$ cat config.mk
export PLATFORM = sky130hd
export DESIGN_NAME = fanout_fork_ctrl_flat
export DESIGN_NICKNAME = d
export VERILOG_FILES = /design/src/rtl/fanout_pkg.sv /design/src/rtl/fanout_fork_ctrl_if.sv /design/src/rtl/fanout_ready_and.sv /design/src/rtl/fanout_fork_ctrl.sv /design/src/flat_wrapper.sv
export SDC_FILE = /design/constraint.sdc
export NUM_CORES = 1
export LEC_CHECK = 0
export ABC_AREA = 1
export BUFFER_PORTS_ARGS = -buffer_cell sky130_fd_sc_hd__clkbuf_2
export CAP_MARGIN = 10
export CORE_ASPECT_RATIO = 0.9
export CORE_MARGIN = 8
export CORE_UTILIZATION = 46
export CTS_CLUSTER_DIAMETER = 100
export CTS_CLUSTER_SIZE = 10
export DETAILED_ROUTE_END_ITERATION = 10
export PLACE_DENSITY = 0.78
export SYNTH_ARGS = -nofsm -noshare
export SYNTH_HDL_FRONTEND = slang
export SYNTH_SLANG_ARGS = --single-unit
$ cat constraint.sdc
create_clock -name clk -period 2.6 [get_ports clk]
set_input_delay 0.39 -clock clk [delete_from_list [all_inputs] [get_ports clk]]
set_output_delay 0.39 -clock clk [all_outputs]
set_load 0.05 [all_outputs]
$ cat src/rtl/fanout_pkg.sv
// fanout_pkg: shared types and defaults for the eager-fork fanout controller
// Holds the fork state enum, default branch/payload widths and the default-width mask type.
package fanout_pkg;
   localparam int NUM_BRANCH_DEF = 7;
   localparam int DATA_WIDTH_DEF = 16;
   typedef enum logic {FORK_IDLE, FORK_PARTIAL} fork_state_e;
   typedef logic [NUM_BRANCH_DEF-1:0] branch_mask_t;
endpackage

$ cat src/rtl/fanout_fork_ctrl_if.sv
// fanout_fork_ctrl_if: ready/valid bundle for one producer broadcasting to NUM_BRANCH consumers
// Upstream: in_valid/in_data/in_ready. Downstream: out_valid/out_data per branch, out_ready per branch.
// master = producer/consumer side driving stimulus, slave = the fork controller.
interface fanout_fork_ctrl_if import fanout_pkg::*; #(
   parameter int NUM_BRANCH = NUM_BRANCH_DEF,
   parameter int DATA_WIDTH = DATA_WIDTH_DEF
);
   logic                  in_valid;
   logic [DATA_WIDTH-1:0] in_data;
   logic                  in_ready;
   logic [NUM_BRANCH-1:0] out_valid;
   logic [DATA_WIDTH-1:0] out_data;
   logic [NUM_BRANCH-1:0] out_ready;
   modport master (output in_valid, in_data, out_ready, input in_ready, out_valid, out_data);
   modport slave  (input in_valid, in_data, out_ready, output in_ready, out_valid, out_data);
endinterface

$ cat src/rtl/fanout_ready_and.sv
// fanout_ready_and: upstream ready reduction over enabled, not-yet-taken branches
// Ports: mask_i branch enables, taken_i branches already served, ready_i branch readies, ready_o upstream ready.
module fanout_ready_and #(
   parameter int N = 7
) (
   input  logic [N-1:0] mask_i,
   input  logic [N-1:0] taken_i,
   input  logic [N-1:0] ready_i,
   output logic         ready_o
);
   assign ready_o = &(~mask_i | taken_i | ready_i);
endmodule

$ cat src/rtl/fanout_fork_ctrl.sv
// fanout_fork_ctrl: eager fork that releases upstream only after every enabled branch has taken the token
// Ports: clk, rst_n (async active-low), flush (sync clear of in-flight state),
// cfg_wr/cfg_mask/cfg_err/mask_q (branch-enable config), bus (fork handshake bundle),
// busy (token partially delivered), tok_count (completed tokens, wrapping).
module fanout_fork_ctrl import fanout_pkg::*; #(
   parameter int                    NUM_BRANCH = NUM_BRANCH_DEF,
   parameter int                    DATA_WIDTH = DATA_WIDTH_DEF,
   parameter logic [NUM_BRANCH-1:0] RESET_MASK = '0,
   parameter int                    CNT_WIDTH  = 16
) (
   input  logic                  clk,
   input  logic                  rst_n,
   input  logic                  flush,
   input  logic                  cfg_wr,
   input  logic [NUM_BRANCH-1:0] cfg_mask,
   output logic                  cfg_err,
   output logic [NUM_BRANCH-1:0] mask_q,
   fanout_fork_ctrl_if.slave     bus,
   output logic                  busy,
   output logic [CNT_WIDTH-1:0]  tok_count
);
   fork_state_e           state_q;
   logic [NUM_BRANCH-1:0] taken_q, taken_d, acc;
   logic [CNT_WIDTH-1:0]  tok_count_q;
   logic                  cfg_err_q, fire;
   fanout_ready_and #(.N(NUM_BRANCH)) u_ready_and (
      .mask_i  (mask_q),
      .taken_i (taken_q),
      .ready_i (bus.out_ready),
      .ready_o (bus.in_ready)
   );
   assign bus.out_valid = {NUM_BRANCH{bus.in_valid}} & mask_q & ~taken_q;
   assign bus.out_data  = DATA_WIDTH'(bus.in_data);
   assign acc           = bus.out_valid & bus.out_ready;
   assign fire          = bus.in_valid & bus.in_ready;
   // Accumulate acceptances; a completing token clears everything instead.
   assign taken_d       = fire ? '0 : taken_q | acc;
   assign busy          = state_q == FORK_PARTIAL;
   assign tok_count     = tok_count_q;
   assign cfg_err       = cfg_err_q;
   always_ff @(posedge clk or negedge rst_n) begin
      if (!rst_n) begin
         state_q     <= FORK_IDLE;
         taken_q     <= '0;
         mask_q      <= RESET_MASK;
         tok_count_q <= '0;
         cfg_err_q   <= 1'b0;
      end else begin
         cfg_err_q <= 1'b0;
         if (flush) begin
            state_q <= FORK_IDLE;
            taken_q <= '0;
         end else begin
            taken_q     <= taken_d;
            state_q     <= |taken_d ? FORK_PARTIAL : FORK_IDLE;
            tok_count_q <= tok_count_q + CNT_WIDTH'(fire);
            // Mask may only change between tokens so taken bits never refer to a stale mask.
            if (cfg_wr) begin
               if (state_q == FORK_IDLE && !(|acc)) mask_q <= cfg_mask;
               else cfg_err_q <= 1'b1;
            end
         end
      end
   end
endmodule

$ cat src/flat_wrapper.sv
// flat-port wrapper written by rule: the top's interface ports become plain ports
module fanout_fork_ctrl_flat import fanout_pkg::*;
#(
   parameter int                    NUM_BRANCH = NUM_BRANCH_DEF,
   parameter int                    DATA_WIDTH = DATA_WIDTH_DEF,
   parameter logic [NUM_BRANCH-1:0] RESET_MASK = '0,
   parameter int                    CNT_WIDTH  = 16
)
  (clk, rst_n, flush, cfg_wr, cfg_mask, cfg_err, mask_q, busy, tok_count, bus_in_valid, bus_in_data, bus_out_ready, bus_in_ready, bus_out_valid, bus_out_data);
  fanout_fork_ctrl_if #(.NUM_BRANCH(NUM_BRANCH), .DATA_WIDTH(DATA_WIDTH)) bus_i ();
  input  logic clk;
  input  logic rst_n;
  input  logic flush;
  input  logic cfg_wr;
  input  logic [NUM_BRANCH-1:0] cfg_mask;
  output logic cfg_err;
  output logic [NUM_BRANCH-1:0] mask_q;
  output logic busy;
  output logic [CNT_WIDTH-1:0] tok_count;
  input wire logic [$bits(bus_i.in_valid)-1:0] bus_in_valid;
  input wire logic [$bits(bus_i.in_data)-1:0] bus_in_data;
  input wire logic [$bits(bus_i.out_ready)-1:0] bus_out_ready;
  output wire logic [$bits(bus_i.in_ready)-1:0] bus_in_ready;
  output wire logic [$bits(bus_i.out_valid)-1:0] bus_out_valid;
  output wire logic [$bits(bus_i.out_data)-1:0] bus_out_data;
  assign bus_i.in_valid = bus_in_valid;
  assign bus_i.in_data = bus_in_data;
  assign bus_i.out_ready = bus_out_ready;
  assign bus_in_ready = bus_i.in_ready;
  assign bus_out_valid = bus_i.out_valid;
  assign bus_out_data = bus_i.out_data;
  fanout_fork_ctrl #(.NUM_BRANCH(NUM_BRANCH), .DATA_WIDTH(DATA_WIDTH), .RESET_MASK(RESET_MASK), .CNT_WIDTH(CNT_WIDTH)) u_core (.clk(clk), .rst_n(rst_n), .flush(flush), .cfg_wr(cfg_wr), .cfg_mask(cfg_mask), .cfg_err(cfg_err), .mask_q(mask_q), .bus(bus_i), .busy(busy), .tok_count(tok_count));
endmodule
=== After elaboration in Yosys (flattened, before gate mapping) ===
Index checks and enable logic that the tools add are counted.
Widths: inputs -> output; s select.

* $add $sub $neg: 1
* Mux-type cells: 7
* Reductions and logical operators: 6
* Bitwise logic cells: 11

{| class="wikitable"
|+ Operators by type and width
! operator !! number
|-
| $and 7x7->7 || 3
|-
| $or 7x7->7 || 3
|-
| $add 16x1->16 || 1
|-
| $mux 7 || 2
|-
| $not 7->7 || 2
|-
| $reduce_or 7->1 || 2
|-
| $reduce_and 7->1 || 1
|-
| $mux 1 || 5
|-
| $reduce_and 3->1 || 1
|-
| $not 1->1 || 2
|-
| $and 1x1->1 || 1
|-
| $logic_and 1x1->1 || 1
|-
| $logic_not 1->1 || 1
|}

* Input port bits: 35
* Output and inout port bits: 49
* Register bits: 32
* Word-level logic and storage cells: 30

=== Logic depth before layout (Yosys ltp) ===
Gate-level depths: netlist (run 1).

* Depth in word-level cells: 9
* Mapped depth: 16
* Mapped depth without buffers: 15

=== Cells and area by module ===
Synthesis (run 1) repeated with hierarchy kept, for this count alone.

* Cell total of the unflattened synthesis: 241
* Area total of the unflattened synthesis: 1929.4 um^2

{| class="wikitable"
|+ By module, submodules not included
! module !! sequential area each (um^2) !! area each (um^2) !! times used !! cells each
|-
| fanout_fork_ctrl || 800.8 || 1801.7 || 1 || 217
|-
| fanout_ready_and || 0.0 || 127.6 || 1 || 24
|}

=== Least setup slack after synthesis (run 1) ===
Ideal clock, no wire load.

* Kind: reg2reg
* Start point: reg u_core.mask_q[5]
* End point: reg u_core.mask_q[5]
* Data arrival time: 2.596 ns
* Path slack: -0.115 ns
* Data required time: 2.481 ns
* Buffers on the path: 1
* Clock period less this slack: 2.715 ns
* Setup time: 0.119 ns
* Stages on the path, launching flop included: 11
* Cells stage by stage: dfrtp_1 > inv_1 > nor3_1 > nand2_1 > nand2_1 > nor2_2 > nand2_1 > nor2_2 > buf_6 > nand2_1 > o21ai_2

* Cells in the longest elaborated chain, start to end: 7

{| class="wikitable"
|+ RTL lines
! item !! line !! source
|-
| start: declaration || fanout_fork_ctrl.sv:17 || <nowiki>output logic [NUM_BRANCH-1:0] mask_q,</nowiki>
|-
| start signal: assignment || fanout_fork_ctrl.sv:59 || <nowiki>if (state_q == FORK_IDLE && !(|acc)) mask_q <= cfg_mask;</nowiki>
|-
| $and 7x7->7 (2 in a row) || fanout_fork_ctrl.sv:32 || <nowiki>assign bus.out_valid = {NUM_BRANCH{bus.in_valid}} & mask_q & ~taken_q;</nowiki>
|-
| named net bus_out_valid[5] || flat_wrapper.sv:24 || <nowiki>output wire logic [$bits(bus_i.out_valid)-1:0] bus_out_valid;</nowiki>
|-
| $and 7x7->7 || fanout_fork_ctrl.sv:34 || <nowiki>assign acc = bus.out_valid & bus.out_ready;</nowiki>
|-
| $reduce_or 7->1 || fanout_fork_ctrl.sv:59 ||
|-
| $logic_not 1->1 || fanout_fork_ctrl.sv:59 ||
|-
| $logic_and 1x1->1 || fanout_fork_ctrl.sv:59 ||
|-
| $reduce_and 3->1 (no line) || -- ||
|}

The timed path passes the listed nets, and every way through them passes these cells.
A chain may end at the register's enable or synchronous reset.

=== Final worst setup path (run 1) ===
* Start point: reg u_core.mask_q[6]
* End point: reg u_core.tok_count_q[12] (netlist: u_core.tok_count[12])

* Cells in the longest elaborated chain, start to end: 6

{| class="wikitable"
|+ RTL lines
! item !! line !! source
|-
| $not 7->7 || fanout_ready_and.sv:11 || <nowiki>assign ready_o = &(~mask_i | taken_i | ready_i);</nowiki>
|-
| $or 7x7->7 (2 in a row) || fanout_ready_and.sv:11 ||
|-
| $reduce_and 7->1 || fanout_ready_and.sv:11 ||
|-
| $and 1x1->1 || fanout_fork_ctrl.sv:35 || <nowiki>assign fire = bus.in_valid & bus.in_ready;</nowiki>
|-
| $add 16x1->16 || fanout_fork_ctrl.sv:56 || <nowiki>tok_count_q <= tok_count_q + CNT_WIDTH'(fire);</nowiki>
|-
| end signal: assignment || fanout_fork_ctrl.sv:56 ||
|-
| end: declaration || fanout_fork_ctrl.sv:24 || <nowiki>logic [CNT_WIDTH-1:0] tok_count_q;</nowiki>
|}

No other way between the ends.

==> metrics, run 1 <==
Pleak 0.001168 uW; Final ANT Viol Nets 0; post-synthesis cell type count 28; FF-to-FF setup slack 0.44 ns; gr ovfl total 0; R2R depth 13; 1st-iter DRT viols 76; hold_buf cts 0; met1 usage 16.64%; YS warnings 0; r2r endpoint u_core.tok_count[12]$_DFFE_PN0N_; Tcrit/Tclk final 83.05%; Final Hold Fails 0; first-pass GRT wire length 6423 um; Synth area leader dfrtp_1; area of the multi-input gates 734.5 um2; status finished, final reports clean; fmax 463.1 MHz; RSZ-0062 raised after global routing false; clk_skew 0.005111 ns; max-cap violations 0; Syn Nets 259; final instance area 0.002106 mm2; fin crit period 2.159 ns; Starting Density 47.59%; FFs w/ async S/R, synth 100.0%; Residual DRC 0; CP arrival 2.33 ns; largest net degree at the start of global routing 33; worst skew pair latency 0.28 ns; H-tree lvl count 2; pwr/cell area 1008 mW/mm2; clk sink count 32; routed via count 1442; max incr delay on CP 0.39 ns; # placed instances 301; RePlAce Congestion 0.8573; CTS tree built; Area Growth Syn to Fin 19.45%; Port Buffers 51; post-route worst setup slack 0.4406 ns; cell area after synthesis 0.001763 mm2; initial antenna violation count 0; Layout fillers 342; die area 0.006072 mm2; max-slew violations 0; met3 Use GR 4.415%; vias in the first global route 1431; WP data required 2.77 ns; Worst VDD drop 0.0006428 V; die height 74.73 um; Layout Cells excl Fill 309; Cells after Synth 222; post-layout util 56.84%; Post-synth EDFFs 0; met2 usage 21.71%; Area contributors post-synth dfrtp_1, nand2_1, buf_4, inv_1, nor2_1; setup_tns 0 ns; Yosys reg bits 32; Worst Hold Class input port to async pin; Rows 21; Worst Max-Slew Pin Slew 0.7574 ns; slowest CP cell dfrtp_1; Rel. slew slack 49.50%; CORE AREA 0.003705 mm2; worst-path maximum fanout 3; nature of the critical path startpoint flip-flop; Clock transition at path regs 0.06 ns; Placed Area 0.001979 mm2; GRT Util Overall 13.54%; routed length per placed instance 12.48 um; layout cells sized above 1 29.66%; Setup crit end kind flip-flop; syn_area_per_cell 7.941 um2; Die W 81.26 um; CTS Buf Count 5; # Post-CTS Setup Buffers 0; Final setup viols 0; Pre-antenna DRT Iters 4; busiest layer in global routing met2; HPWL after detailed placement 3124 um; ys flop type dfrtp_1; antenna cell count 0; PostCTS Resize Cnt 0; Routed WL 3857 um; critical path class flip-flop to flip-flop; IO Pins 84; clk root buf clkbuf_8; Critical R2R Launch u_core.mask_q[6]$_DFFE_PN0P_; Place WS 0.3352 ns; worst-path cell chain inv_1 > nor3_1 > nor2_1 > nand3_1 > inv_1 > ha_1 > ha_1 > nand2_1 > nor3_4 > nand4_2 > or2_4 > o21ai_1 > nand2_1; top cell type's share of synthesized area 45.42%; Sequential Area 800.8 um2; nets 299; Vias/cell 4.667; clk buf depth 2; sequential share of the synthesized area 45.42%
[synthesized netlist by cell type, types with 2 or more instances]
cell type / count
o21ai_1: 6
dfrtp_1: 32
nand3b_1: 2
buf_4: 16
ha_1: 2
xnor2_1: 7
o21ai_2: 2
nor3_1: 9
nor2_2: 3
nand3_1: 10
inv_1: 31
nand2_1: 62
nor2_1: 18
xor2_1: 5
o21ai_0: 4
[where the power goes]
| group | switching [uW] | internal [uW] |
|---|---|---|
| combinational | 709 | 223 |
| clock | 178 | 338 |
| sequential | 79.2 | 597 |
[kinds of logic (layout without fill, tap and decap cells)]
kind of cell | Yosys count | after routing | share of synthesized area [%]
AO/OA/AOI/OAI | 13 | 13 | 4.116
XOR/XNOR | 12 | 12 | 5.962
adder cells (fa/ha/maj) | 2 | 2 | 1.419
buffers and inverters | 52 | 93 | 14.97
flip-flops | 32 | 32 | 45.42
AND/OR/NAND/NOR | 111 | 111 | 28.11
[layout by cell type (no fill, tap or decap), drive strengths merged, types with 2 or more instances in the layout]
| master | synthesis | final |
|---|---|---|
| nand4 | 2 | 2 |
| o21ai | 12 | 12 |
| nand3b | 2 | 2 |
| nor3 | 11 | 11 |
| nor2 | 21 | 21 |
| ha | 2 | 2 |
| xnor2 | 7 | 7 |
| nand3 | 10 | 10 |
| xor2 | 5 | 5 |
| nand2 | 63 | 63 |
| dfrtp | 32 | 32 |
| inv | 32 | 32 |
| clkbuf | 1 | 58 |
[registers in the layout, indices dropped and copies added, names as in the netlist]
signal            count
u_core.busy           1
u_core.tok_count     16
u_core.mask_q         7
u_core.cfg_err        1
u_core.taken_q        7
[worst max path at each step]
stage / endpoint / depth (start not counted) / slack [ns] / from
2_1_floorplan: u_core.tok_count[12]$_DFFE_PN0N_ / 14 / 0.16 / u_core.mask_q[6]$_DFFE_PN0P_
3_3_place_gp: u_core.tok_count[12]$_DFFE_PN0N_ / 15 / 0.41 / bus_out_ready[4]
3_5_place_dp: u_core.tok_count[12]$_DFFE_PN0N_ / 15 / 0.34 / bus_out_ready[4]
4_1_cts: u_core.tok_count[12]$_DFFE_PN0N_ / 13 / 0.42 / u_core.mask_q[6]$_DFFE_PN0P_
5_1_grt: u_core.tok_count[12]$_DFFE_PN0N_ / 14 / 0.17 / u_core.taken_q[4]$_DFF_PN0_
6_report: u_core.tok_count[12]$_DFFE_PN0N_ / 13 / 0.44 / u_core.mask_q[6]$_DFFE_PN0P_
[metrics by stage]
stage	hold WS (ns)	power [uW]
final	0.1697	2124
after global routing	0.2281	2249
after CTS	0.2035	2144
after detailed placement	0.5043	1627
after global placement	0.4915	1608
after floorplan	0.09441	1467
[cell type report]
class                   instances  share of cell area, %
flip-flops and latches         32                  38.03
clock inverters                 1                  1.426
well taps                      46                  2.733
inverters                      33                  5.882
clock buffers                   7                  4.575
repair buffers                 52                  12.48
multi-input cells             138                  34.88
[layer usage]
metal,up-vias,wire (um)
li1,746,-
met1,656,1740
met2,38,1794
met3,2,295
met4,0,27
met5,-,0
[worst max-delay path, delay by kind of cell (launching register included)]
kind                       cells  cell delay (ns)
DFF                            1             0.39
adders and majority gates      2             0.37
AOI/OAI and AO/OA              1             0.11
and+or+nand+nor                8             1.01
buffers and inverters          2             0.18
Note: power is estimated with default switching activity, not from simulation.
==> inputs of run 2 (changes only) <==
ABC_AREA = 0   (was 1)
CORE_UTILIZATION = 45   (was 46)
PLACE_DENSITY = 0.79   (was 0.78)
clock period = 2.2 ns   (was 2.6 ns; I/O delays follow)
==> run 2 against run 1 <==
Net effect:
- synthesized cell count is 32% lower
- sequential power is 29% higher
- global-route usage is 0.97 points higher
- utilization is 8.5 points higher
- clock power is 5.8% higher
- combinational power is 67% higher
- via count is 7.7% lower
==> metrics, run 2 <==
status finished, final reports clean; Tcrit/Tclk final 99.35%; Post-synth EDFFs 0; GRT Util Overall 14.51%; Cells after Synth 151; Top delay family on crit path buffers and inverters; met3 Use GR 5.296%; Area Growth Syn to Fin 37.77%; Starting Density 47.45%; routed length per placed instance 15.95 um; Setup crit end kind output port; worst-path maximum fanout 2; max incr delay on CP 0.43 ns; syn_area_per_cell 10.77 um2; met2 usage 25.25%; post-layout util 65.37%; critical path startpoint u_core.mask_q[5]$_DFFE_PN0P_; max-slew violations 0; YS warnings 0; Critical R2R Launch u_core.mask_q[5]$_DFFE_PN0P_; H-tree lvl count 2; CORE AREA 0.003428 mm2; top-count cell post-synth dfrtp_1; cell area after synthesis 0.001627 mm2; CP bufs+invs 3; Rel. slew slack 48.90%; clk sink count 32; Worst Hold Class input port to async pin; routed via count 1331; clk buf depth 2; most common cell after layout, fill and taps aside clkbuf_2; Vias/cell 5.080; Synth area leader dfrtp_1; critical path class flip-flop to output port; CTS Buf Count 5; IO Pins 84; post-synthesis cell type count 28; Final Hold Fails 0; largest net degree at the start of global routing 33; Layout Cells excl Fill 262; worst-path cell chain nand2b_4 > o32ai_4 > buf_4 > buf_4 > nor4_2 > clkbuf_2; slowest CP cell dfrtp_2; first-pass GRT wire length 6706 um; HPWL after detailed placement 3081 um; antenna cell count 0; Final setup viols 0; nets 254; post-route worst setup slack 0.01424 ns; Port Buffers 51; # placed instances 247; CP most frequent cell buf_4; Place WS -0.03245 ns; number of flip-flops under the largest register name 16; Area contributors post-synth dfrtp_1, buf_4, mux2_2, xnor2_1, nor2_1; top cells by count, synth dfrtp_1, buf_4, nor2_1; Pleak 0.001121 uW; WP data required 1.87 ns; top cell type's share of synthesized area 49.23%; Worst Max-Slew Pin Slew 0.7665 ns; setup_tns 0 ns; Clock transition at path regs 0.06 ns; final hold slack 0.1106 ns; ys flop type dfrtp_1; Worst VDD drop 0.0008735 V; vias in the first global route 1435; worst skew pair latency 0.28 ns; gr ovfl total 0; die height 73.04 um; Routed WL 4180 um; FFs w/ async S/R, synth 100.0%; CTS tree built; Residual DRC 0; Final ANT Viol Nets 0; Rows 20; initial antenna violation count 0; RePlAce Congestion 0.7733; layout cells sized above 1 54.13%; RSZ-0062 raised after global routing true; fin crit period 2.186 ns; Syn Nets 188; clk_skew 0.008346 ns; sequential share of the synthesized area 49.23%; 1st-iter DRT viols 71; hold_buf cts 0; commonest non-fill, non-tap cells in the layout clkbuf_2, buf_4, dfrtp_1, nor2_1, nand2_1; fmax 457.5 MHz; clk root buf clkbuf_8; Pre-antenna DRT Iters 4; nature of the critical path startpoint flip-flop; CP arrival 1.86 ns; met1 usage 15.33%; max-cap violations 0; Die W 79.38 um; die area 0.005797 mm2; busiest layer in global routing met2; pwr/cell area 1330 mW/mm2; Yosys reg bits 32
## run 2: cell types whose count changed after synthesis, moves of 5 or more
cell / before / now
nand2_1: 62 / 10
inv_1: 31 / 7
mux2_2: 0 / 9
nand3_1: 10 / 2
nor3_1: 9 / 2
o21ai_1: 6 / 0
and3b_1: 0 / 5
nand2b_1: 0 / 5
## run 2: area by class of cell
| type | count | area, um2 |
|---|---|---|
| fill | 273 | 1187 |
| clock inverter | 2 | 35.03 |
| sequential | 32 | 809.5 |
| multi-input combinational | 95 | 799.5 |
| clock buffer | 6 | 72.57 |
| tap | 44 | 55.05 |
| timing repair buffer | 76 | 442.9 |
| inverter | 7 | 26.28 |
## run 2: repair_timing
action,4_1_cts,5_1_grt
setup endpoints to repair,3,4
resized for setup,11,10
buffers inserted,3,5
pin swaps,3,1
## run 2: metrics by stage
step | area, um2 | total power [uW]
after floorplan | 1648 | 1846
after global placement | 1962 | 2213
after detailed placement | 1962 | 2240
after CTS | 2147 | 2868
after global routing | 2241 | 3129
final | 2241 | 2981
## run 2: cells by family (layout without fill, tap and decap cells)
family | after synthesis | in the layout | synth area share [%]
adder cells (fa/ha/maj) | 2 | 2 | 1.538
AO/OA/AOI/OAI | 16 | 16 | 6.693
buffers and inverters | 24 | 91 | 9.693
multiplexers | 9 | 9 | 6.231
flip-flops | 32 | 32 | 49.23
XOR/XNOR | 14 | 14 | 7.539
AND/OR/NAND/NOR | 54 | 54 | 19.08
## run 2: report_power, final
group / switching (uW) / internal, uW
Clock: 209 / 336
Sequential: 137 / 734
Combinational: 995 / 570
## run 2: metal layers
layer	vias to the layer above	part of all wire [%]
met5	-	0
li1	645	-
met2	34	53
met4	0	0.96
met1	645	39
met3	7	7.9
## run 2: final timing paths
kind                                                    endpoint  slack, ns  depth (start not counted)
worst max register to register   u_core.tok_count[6]$_DFFE_PN0N_       0.07                         10
worst min register to register  u_core.tok_count[15]$_DFFE_PN0N_       0.47                          1
worst min-delay path                 u_core.taken_q[2]$_DFF_PN0_       0.11                          1
worst max-delay path                                bus_in_ready       0.01                          6
min in group clk                    u_core.mask_q[1]$_DFFE_PN0P_       0.27                          2
max in group asynchronous           u_core.mask_q[3]$_DFFE_PN0P_       1.55                          1
